--- config.mk ---
export PLATFORM = sky130hd
export DESIGN_NAME = sseg_bcd_converter
export DESIGN_NICKNAME = d
export VERILOG_FILES = /design/src/rtl/sseg_bcd_converter.sv
export SDC_FILE = /design/constraint.sdc
export NUM_CORES = 1
export LEC_CHECK = 0
export ABC_AREA = 1
export BUFFER_PORTS_ARGS = -buffer_cell sky130_fd_sc_hd__buf_4
export CELL_PAD_IN_SITES_DETAIL_PLACEMENT = 0
export CELL_PAD_IN_SITES_GLOBAL_PLACEMENT = 1
export CORE_AREA = 3 3 60 104
export DETAILED_ROUTE_END_ITERATION = 6
export DIE_AREA = 0 0 63 107
export GPL_ROUTABILITY_DRIVEN = 0
export PLACE_DENSITY_LB_ADDON = 0.1
export SYNTH_ARGS = -nofsm -noshare
export SYNTH_HDL_FRONTEND = slang
export SYNTH_SLANG_ARGS = --single-unit
--- constraint.sdc ---
create_clock -name clk -period 4.7 [get_ports clk]
set_input_delay 0.94 -clock clk [delete_from_list [all_inputs] [get_ports clk]]
set_output_delay 0.94 -clock clk [all_outputs]
set_load 0.05 [all_outputs]
--- src/rtl/sseg_bcd_converter.sv ---
// Sequential binary-to-BCD converter (shift-and-add-3) for the 7-segment digit drivers.
// Latency: wr sampled at edge E0 -> bcd_out/neg_out/valid updated after edge E0+WIDTH.
// Backpressure: none; a wr while busy lands in a one-deep pending slot (latest value wins).
//
// Ports:
//   clk, rst     rising-edge clock, asynchronous active-high reset
//   data_in      binary value, sampled with signed_mode when wr is high
//   signed_mode  1: data_in is two's complement, 0: unsigned
//   bcd_out      packed BCD result, [3:0]=ones, [7:4]=tens, [11:8]=hundreds, ...
//   neg_out      result is negative (only possible in signed mode)
//   valid        one-cycle pulse when bcd_out/neg_out update
//   busy         conversion in progress
module sseg_bcd_converter #(
    parameter int WIDTH  = 8,
    parameter int DIGITS = 3
) (
    input  logic                clk,
    input  logic                rst,
    input  logic [WIDTH-1:0]    data_in,
    input  logic                wr,
    input  logic                signed_mode,
    output logic [4*DIGITS-1:0] bcd_out,
    output logic                neg_out,
    output logic                valid,
    output logic                busy
);
    localparam int BCD_W = 4 * DIGITS;
    localparam int CNT_W = $clog2(WIDTH + 1);
    localparam logic [CNT_W-1:0] CNT_LAST = CNT_W'(WIDTH - 1);
    localparam logic [WIDTH-1:0] ONE = WIDTH'(1);

    // The digit count must be able to represent every WIDTH-bit magnitude.
    generate
        if ((64'd10 ** DIGITS) <= (64'd1 << WIDTH)) begin : g_digits_check
            $error("sseg_bcd_converter: DIGITS too small for WIDTH");
        end
    endgenerate

    typedef enum logic {
        IDLE,
        CONV
    } state_t;

    state_t             state;
    logic [WIDTH-1:0]   mag;
    logic [BCD_W-1:0]   scratch;
    logic [CNT_W-1:0]   cnt;
    logic               neg_q;

    logic               pend_vld;
    logic [WIDTH-1:0]   pend_dat;
    logic               pend_sgn;

    logic [WIDTH-1:0]   start_dat;
    logic               start_sgn;
    logic               start_neg;
    logic [WIDTH-1:0]   start_mag;

    logic [BCD_W-1:0]   adj;
    logic [BCD_W-1:0]   scratch_nxt;
    logic [WIDTH-1:0]   mag_nxt;

    // Operand for a new conversion: a queued value always goes ahead of a fresh wr.
    always_comb begin
        start_dat = pend_vld ? pend_dat : data_in;
        start_sgn = pend_vld ? pend_sgn : signed_mode;
        start_neg = start_sgn & start_dat[WIDTH-1];
        // Two's-complement negate mod 2**WIDTH; the most-negative input maps to 2**(WIDTH-1).
        start_mag = start_neg ? (~start_dat + ONE) : start_dat;
    end

    // One double-dabble step: correct each nibble >= 5, then shift the magnitude MSB in.
    always_comb begin
        adj = scratch;
        for (int i = 0; i < DIGITS; i++) begin
            if (scratch[4*i +: 4] >= 4'd5) begin
                adj[4*i +: 4] = scratch[4*i +: 4] + 4'd3;
            end
        end
        {scratch_nxt, mag_nxt} = {adj, mag} << 1;
    end

    always_ff @(posedge clk or posedge rst) begin
        if (rst) begin
            state    <= IDLE;
            mag      <= '0;
            scratch  <= '0;
            cnt      <= '0;
            neg_q    <= 1'b0;
            pend_vld <= 1'b0;
            pend_dat <= '0;
            pend_sgn <= 1'b0;
            bcd_out  <= '0;
            neg_out  <= 1'b0;
            valid    <= 1'b0;
            busy     <= 1'b0;
        end else begin
            valid <= 1'b0;

            // The slot payload may be refreshed on any wr; pend_vld decides if it matters.
            if (wr) begin
                pend_dat <= data_in;
                pend_sgn <= signed_mode;
            end

            case (state)
                IDLE: begin
                    if (pend_vld || wr) begin
                        mag      <= start_mag;
                        neg_q    <= start_neg;
                        scratch  <= '0;
                        cnt      <= '0;
                        busy     <= 1'b1;
                        state    <= CONV;
                        // A wr coinciding with a pending start waits in the slot.
                        pend_vld <= pend_vld & wr;
                    end
                end
                CONV: begin
                    mag     <= mag_nxt;
                    scratch <= scratch_nxt;
                    cnt     <= cnt + CNT_W'(1);
                    if (wr) begin
                        pend_vld <= 1'b1;
                    end
                    if (cnt == CNT_LAST) begin
                        bcd_out <= scratch_nxt;
                        neg_out <= neg_q;
                        valid   <= 1'b1;
                        busy    <= 1'b0;
                        state   <= IDLE;
                    end
                end
                default: begin
                    state <= IDLE;
                end
            endcase
        end
    end

endmodule
==> metrics.md <==
| Metric | Value |
|---|---|
| R2R depth | `13` |
| # DRC | `0` |
| CTS max path bufs | `2` |
| Slew Viols, Final | `0` |
| Via Count | `1,950` |
| # diodes | `0` |
| Die Span Y | `107 microns` |
| Root buffer cell | `clkbuf_8` |
| H-tree depth | `2` |
| Dpl hpwl | `3.58 mm` |
| First-iteration detailed-routing DRC count | `68` |
| Power Dens Cells | `705 nW/um^2` |
| Total Wirelength | `4.88 mm` |
| Hold depth | `2` |
| Worst-margin pin slew | `1.07 ns` |
| First-pass GRT wire length | `8.47 mm` |
| Seq cells post-synth | `51` |
| Max-cap violations | `0` |
| Min-delay worst type | `flop to flop` |
| Total Routing Usage GR | `16.1%` |
| Sink Count | `51` |
| Worst endpoint data arrival time | `0.90 ns` |
| Initial Util | `47.4%` |
| Cell variety after synth | `32` |
| Post-detailed-route wirelength per cell | `12.5 microns` |
| Cts bufs inserted | `5` |
| Slew HR | `28.4%` |
| RSZ-0062 raised after global routing | `no` |
| Setup TNS Final | `0 ns` |
| Die X | `63 microns` |
| Post_cts resized | `0` |
| Clock skew | `0.00974 ns` |
| Via density | `4.97` |
| Worst path required time | `3.76 ns` |
| Mapped Cells | `290` |
| Worst-path maximum fanout | `2` |
| Ys Warns | `0` |
| Seq/Total Area, Yosys | `48.6%` |
| Hold path endpoint | `neg_out` |
| Nets@finish | `335` |
| Syn Area/Cell | `9.06 sq um` |
| Placed cell area | `2840 sq um` |
| Antenna violations before repair | `0` |
| Gr ovfl total | `0` |
| Worst setup path class | `flop to output port` |
| Worst VDD drop | `0.232 mV` |
| FP Rows | `36` |
| CP Launch Type | `flop` |
| Fin crit share | `39.2%` |
| Worst-Skew Late Latency | `0.31 ns` |
| Core ar. | `5540 sq um` |
| # port buffers | `26` |
| Die area | `6740 sq um` |
| Dpl cells | `384` |
| P&R area growth vs syn | `13.2%` |
| Final Cell Area | `2970 sq um` |
| DR pass1 iterations | `4` |
| Hold_buf cts | `0` |
| Largest net degree at the start of global routing | `52` |
| Mapped cell area | `2630 sq um` |
| Slowest stage delay, CP | `0.40 ns` |
| Fin util | `53.7%` |
| Setup violators final | `0` |
| Setup repair bufs after CTS | `0` |
| P_leak | `1.49 nW` |
| Fmax | `542 MHz` |
| Reg2Reg Launch Point | `pend_vld` |
| Hold Vio Cnt, Final | `0` |
| Buf+Inv Stages, Crit Path | `1` |
| Post-DRT Antenna Nets | `0` |
| Final Non-Filler Cells | `392` |
| Run status | `finished, final reports clean` |
| Critical-path cell list | `buf_4` |
| Post-layout min period | `1.84 ns` |
| CP max-delay cell | `dfrtp_1` |
| Crit end category | `output port` |
| Clock transition at path regs | `0.09 ns` |
| Post-synthesis net count | `310` |
| Worst R2R End | `mag[6]` |
| Share of cells above drive strength 1 | `20.6%` |
| HP Start | `neg_q` |
| Kind of cell adding the most delay to the critical path | `flip-flops` |
| CTS tree | `built` |
| Number of global-route vias before repair | `1,943` |
| Boundary Pins | `27` |
| FF-to-FF setup slack | `2.92 ns` |
-- metrics by stage --
step | power (mW) | hold slack, ns | worst slack, ns
3_5_place_dp | 1.77 | 0.465 | 2.57
2_1_floorplan | 1.54 | 0.449 | 2.53
3_3_place_gp | 1.75 | 0.456 | 2.60
6_report | 2.10 | 0.475 | 2.86
5_1_grt | 2.28 | 0.520 | 2.70
4_1_cts | 2.13 | 0.485 | 2.84
-- how the worst max path moves through the flow --
stage | end | from | slack (ns) | depth (start not counted)
global placement | mag[6] | data_in[0] | 2.60 | 10
CTS | bcd_out[10] | bcd_out[10] | 2.84 | 1
floorplan | bcd_out[0] | rst | 2.53 | 1
detailed placement | mag[6] | data_in[0] | 2.57 | 10
global route | mag[6] | pend_vld | 2.70 | 13
finish | bcd_out[10] | bcd_out[10] | 2.86 | 1
-- registers in the layout, indices dropped and copies added, names as in the netlist --
name      flops
mag           8
bcd_out      12
state         1
pend_sgn      1
pend_vld      1
scratch      12
neg_out       1
pend_dat      8
valid         1
neg_q         1
cnt           4
busy          1
-- logic make-up (layout without fill, tap and decap cells) --
kind of cell,Yosys count,after routing,share of synthesized area (%)
xor gates and xnor gates,5,5,1.67
DFF,51,51,48.6
AOI/OAI and AO/OA,64,64,14.4
and+or+nand+nor,111,111,21.3
muxes,3,3,1.29
buffers and inverters,48,74,8.91
adders and majority gates,8,8,3.81
-- where the power goes --
group	total [mW]	internal, mW	leakage [nW]	switching (mW)
clock	0.355	0.213	0.0654	0.142
combinational	1.04	0.345	0.790	0.694
sequential	0.703	0.606	0.631	0.0971
-- metal layers --
| layer | share of wire (%) | GRT usage, % |
|---|---|---|
| met5 | 0 | 0 |
| met4 | 4.7 | 10.7 |
| met3 | 4.4 | 3.56 |
| met2 | 53 | 29.5 |
| met1 | 38 | 15.8 |
-- layout make-up --
class | count | area (sq um)
inverter | 39 | 151
clock buffer | 6 | 72.6
clock inverter | 2 | 60.1
sequential | 51 | 1280
multi-input combinational | 191 | 1120
tap | 76 | 95.1
timing repair buffer | 27 | 203
fill | 551 | 2570
-- cells in the final DEF, fill, tap and decap left out --
cell type	netlist	layout
a22o_1	1	1
bufinv_16	0	2
nand2_1	73	73
xor2_1	5	5
o21a_1	1	1
nor2_4	3	3
o21ai_0	25	25
nor2_8	2	2
dfrtp_1	51	51
or2_2	1	1
nand3_1	15	15
o22ai_1	14	14
nand3_2	1	1
o21ai_2	2	2
o21ai_1	10	10
clkbuf_1	1	1
a21oi_1	7	7
o21bai_1	2	2
nand2_4	6	6
mux2_2	3	3
clkbuf_8	0	5
inv_6	1	1
ha_1	8	8
o21ai_4	2	2
buf_4	2	27
or2_1	1	1
nand2_2	4	4
inv_1	33	32
nand4_1	1	1
nor2_1	4	4
inv_2	5	6
-- cell usage after synthesis, drive strengths merged --
library cell   n  area [sq um]
a21oi          7          35.0
a22o           1          8.76
buf            8          78.8
clkbuf         1          3.75
dfrtp         51          1280
ha             8           100
inv           39           151
mux2           3          33.8
nand2         83           367
nand3         16          85.1
nand4          1          6.26
nor2           9          88.8
o21a           1          7.51
o21ai         39           225
o21bai         2          15.0
o22ai         14          87.6
or2            2          12.5
xor2           5          43.8
No activity file was read; power rests on OpenSTA's default activity.
